<file path="src/rtl/double_ask_frame_rx.sv">
// double_ask_frame_rx: framed 2ASK receiver, integrate-and-dump bit decisions over SPB-sample windows
module double_ask_frame_rx #(
  parameter int SPB = 64,
  parameter int DETECT_LEVEL = 4096,
  parameter int ENERGY_THRESH = 333000,
  parameter int ACC_W = 32
) (
  input  logic        sys_clk,
  input  logic        sys_rst,
  input  logic [15:0] rx_signal,
  output logic [15:0] data_out,
  output logic        data_valid,
  output logic        frame_err,
  output logic        busy
);
  localparam int CW = $clog2(SPB);
  typedef enum logic [1:0] {IDLE, START, DATA, STOP} state_t;
  state_t state, state_d;
  logic [ACC_W-1:0] acc, acc_d, sum;
  logic [CW-1:0] cnt, cnt_d;
  logic [4:0] bit_cnt, bit_cnt_d;
  logic [15:0] shreg, shreg_d, data_d, mag;
  logic detect, win_end, bit_one, valid_d, err_d;
  assign mag = rx_signal[15] ? (rx_signal == 16'h8000 ? 16'h7fff : -rx_signal) : rx_signal;
  assign sum = acc + ACC_W'(mag);
  assign detect = mag > 16'(DETECT_LEVEL);
  assign win_end = cnt == CW'(SPB - 1);
  assign bit_one = sum >= ACC_W'(ENERGY_THRESH);
  always_comb begin
    state_d = state;
    acc_d = sum;
    cnt_d = cnt + CW'(1);
    bit_cnt_d = bit_cnt;
    shreg_d = shreg;
    data_d = data_out;
    valid_d = 1'b0;
    err_d = 1'b0;
    if (state == IDLE) begin
      state_d = detect ? START : IDLE;
      acc_d = detect ? ACC_W'(mag) : '0;
      cnt_d = detect ? CW'(1) : '0;
    end else if (win_end) begin
      acc_d = '0;
      cnt_d = '0;
      case (state)
        START: begin
          state_d = bit_one ? DATA : IDLE;
          bit_cnt_d = '0;
        end
        DATA: begin
          shreg_d = {shreg[14:0], bit_one};
          bit_cnt_d = bit_cnt + 5'd1;
          state_d = bit_cnt == 5'd15 ? STOP : DATA;
        end
        default: begin
          state_d = IDLE;
          valid_d = !bit_one;
          err_d = bit_one;
          data_d = bit_one ? data_out : shreg;
        end
      endcase
    end
  end
  always_ff @(posedge sys_clk) begin
    if (sys_rst) begin
      state <= IDLE;
      acc <= '0;
      cnt <= '0;
      bit_cnt <= '0;
      shreg <= '0;
      data_out <= '0;
      data_valid <= 1'b0;
      frame_err <= 1'b0;
      busy <= 1'b0;
    end else begin
      state <= state_d;
      acc <= acc_d;
      cnt <= cnt_d;
      bit_cnt <= bit_cnt_d;
      shreg <= shreg_d;
      data_out <= data_d;
      data_valid <= valid_d;
      frame_err <= err_d;
      busy <= state_d != IDLE;
    end
  end
endmodule

</file>
<file path="config.mk">
export PLATFORM = sky130hd
export DESIGN_NAME = double_ask_frame_rx
export DESIGN_NICKNAME = d
export VERILOG_FILES = /design/src/rtl/double_ask_frame_rx.sv
export SDC_FILE = /design/constraint.sdc
export NUM_CORES = 1
export LEC_CHECK = 0
export CAP_MARGIN = 20
export CORE_ASPECT_RATIO = 1.75
export CORE_MARGIN = 10
export CORE_UTILIZATION = 35
export DETAILED_ROUTE_END_ITERATION = 12
export GPL_TIMING_DRIVEN = 1
export SYNTH_ARGS = -nofsm -noshare
export SYNTH_HDL_FRONTEND = slang
export SYNTH_SLANG_ARGS = --single-unit
</file>
<file path="constraint.sdc">
create_clock -name sys_clk -period 7.45 [get_ports sys_clk]
set_input_delay 1.49 -clock sys_clk [delete_from_list [all_inputs] [get_ports sys_clk]]
set_output_delay 1.49 -clock sys_clk [all_outputs]
set_load 0.05 [all_outputs]
</file>
==> flow_metrics.tcl, run 1 <==
set metrics [dict create \
    gp_congestion 0.9253 \
    synth_common_cells "101 x nand2_1, 80 x dfxtp_1, 44 x a21oi_1" \
    skew_ps 7.284 \
    yosys-top-cells-area "dfxtp_1 32%, nand2_1 7.6%, ha_1 6.3%, a21oi_1 4.4%, mux2i_1 4.2%" \
    ys_types 78 \
    crit_required_ps 7710 \
    numCtsBuffers 9 \
    final_nets 672 \
    syn_inst 603 \
    first_pass_iters 5 \
    power_density_nw_per_um2 206.7 \
    hold_class "reg2reg" \
    post_cts.repair.setup_buffers 0 \
    grt_use_total_pct 12.91 \
    die_area_sq_um 19640 \
    fmax_mhz 157.3 \
    finalSetupTns_ps 0 \
    min_period_ps 6358 \
    grt_pass1_wl_mm 20.57 \
    synth_top_family_by_area "simple AND/OR/NAND/NOR gates" \
    route.final.wire_length_mm 12.66 \
    register_area_sq_um 1602 \
    num_vias 4498 \
    num_rows 57 \
    synth_top_cell_by_area "dfxtp_1" \
    p_leak_nw 2.056 \
    netlist_area_sq_um 4996 \
    cts_tree "done" \
    drtIter0Drc 174 \
    die_h_um 178.1 \
    rsz0062_at_grt "false" \
    synth-main-ff-cell "dfxtp_1" \
    diodes 0 \
    start_util_pct 35.74 \
    drc_errors 0 \
    dp.cells 794 \
    relSlewSlack_pct 32.63 \
    whs_ps 452.1 \
    cts_hold_buf 0 \
    synth_top_area_share_pct 32.06 \
    min_period_over_period_pct 85.34 \
    path_max_fanout 20 \
    crit_path_cell_trace "clkdlybuf4s50_1 > buf_4 > or3b_2 > nor3_1 > nand2_1 > nand2_1 > ha_1 > inv_1 > fa_1 > nand2b_1 > a21o_1 > a21o_2 > a21boi_0 > o221ai_1 > a32oi_1 > o2111ai_2 > a311oi_4 > buf_4 > mux2i_1" \
    cap_violations 0 \
    syn_to_final_growth_pct 14.02 \
    synth.area.mux_share_pct 4.207 \
    setup_viol 0 \
    seq_area_frac_synth_pct 32.06 \
    report.final.hold_viol_count 0 \
    yosys.area_share.simple_pct 24.94 \
    post_cts_resized 0 \
    hpwlAfterDp_mm 9.730 \
    root_buffer "clkbuf_16" \
    clockBufferDepth 2 \
    yosysWarnings 0 \
    irDropWorstVdd_uv 121.0 \
    io_pins 37 \
    worstSetupStartpointType "input pin" \
    synthesis.nets 647 \
    instances_no_fill 810 \
    multi_input_area_sq_um 3157 \
    via_per_inst 5.553 \
    clkLatencyLatePin_ps 340 \
    grt_pass1_vias 4373 \
    antenna_found_initial 0 \
    cp_slowest_stage_delay_ps 500 \
    grt_remaining_overflow 0 \
    ys_seq_elements 80 \
    io_buffers 36 \
    clkTransAtPathRegs_ps 60 \
    slowest_stage "or3b_2" \
    fin_util_pct 40.75 \
    async_flop_share_pct 0 \
    worstSetupPathType "in2reg" \
    grt_max_degree 38 \
    htreeDepth 3 \
    fill_cells 1433 \
    synth_edf_count 0 \
    worstMarginPinSlew_ps 1007 \
    drive_gt1_share_pct 7.583 \
    wl_per_cell_um 15.63 \
    postRouteAntennaNets 0 \
    synthAdderAreaFrac_pct 6.662 \
    synth_compound_area_share_pct 21.41 \
    avgSynthCellArea_sq_um 8.285 \
    chipWidth_um 110.3 \
    synth_xor_area_share_pct 5.960 \
    arrival_ps 6620 \
    core_area_sq_um 13980 \
    critPathCaptureType "flop" \
    slew_violations 0 \
    outcome "finished clean" \
    cts.sinks 80 \
    synth.most_common_cell "nand2_1" \
]
[final cells by class]
class	instances	share of cell area [%]
clock buffers	11	4.085
clock inverters	5	0.7248
repair buffers	40	6.853
inverters	14	0.9225
flip-flops and latches	80	28.11
well taps	177	3.888
multi-input cells	483	55.41
[final timing paths]
path            startpoint           to  slack, ps  cells past startpoint
max          rx_signal[15]  data_out[9]       1090                     19
max reg2reg        acc[12]  data_out[9]       3870                     11
min reg2reg     bit_cnt[4]   bit_cnt[4]        450                      2
min             bit_cnt[4]   bit_cnt[4]        450                      2
[where the power goes]
group          leakage (nW)  switching [W]  internal, W
registers             0.649     0.00000779     0.000446
clock network         0.126       0.000184     0.000228
logic                  1.28       0.000193     0.000120
total                  2.06       0.000384     0.000794
[through the flow]
step           setup WS, ps  cell area, sq um  total power (W)
6_report               1092              5697         0.001178
5_1_grt               734.9              5697         0.001241
4_1_cts                1080              5697         0.001186
3_5_place_dp          763.4              5423        0.0007722
3_3_place_gp          834.8              5423        0.0007702
2_1_floorplan          1903              4996        0.0007056
[sequential cells by signal (all words and copies together) (netlist names)]
| signal | flops |
|---|---|
| acc | 32 |
| frame_err | 1 |
| data_out | 16 |
| cnt | 6 |
| shreg | 16 |
| busy | 1 |
| bit_cnt | 5 |
| state | 2 |
| data_valid | 1 |
[worst max-delay path: cells and delay by family]
| kind | cells | cell delay (ps) |
|---|---|---|
| compound gates | 7 | 1730 |
| fa+ha+maj | 2 | 590 |
| buf+inv | 4 | 1050 |
| mux | 1 | 240 |
| simple gates | 5 | 1490 |
[metal layers]
| layer | share of wire [%] | up-vias | track usage (%) |
|---|---|---|---|
| met5 | 0 | - | 0 |
| met3 | 5.1 | 39 | 2.963 |
| met4 | 3.7 | 0 | 6.290 |
| met2 | 53 | 125 | 23.82 |
| met1 | 38 | 2115 | 12.99 |
| li1 | - | 2219 | - |
[kinds of logic after synthesis]
family          after synthesis
flops                        80
buf+inv                      40
simple gates                252
fa+ha+maj                    26
xor+xnor                     34
mux                          21
compound gates              150
[cell usage in the layout (no fill, tap or decap), drive strengths merged, types with 4 or more instances in the layout]
master,count
o31ai,8
nor2,39
nor2b,5
nand4,8
nand2b,10
nor3,10
or3,11
nand3,28
inv,15
o21a,4
o21ai,21
o211ai,7
nand2,101
a32o,4
a211oi,9
buf,4
o311ai,4
and2,8
dfxtp,80
o22ai,5
ha,25
clkdlybuf4s50,36
nor4,4
and3,13
xor2,18
a21oi,48
a21o,11
mux2i,21
clkbuf,11
xnor2,16
Note: power is estimated with default switching activity, not from simulation.
==> run 2, diff against run 1 <==
Settings changed: SETUP_SLACK_MARGIN from default to 0.05.
==> results of run 2 <==
Same layout as run 1: the final DEF is identical, and so are final timing and power.
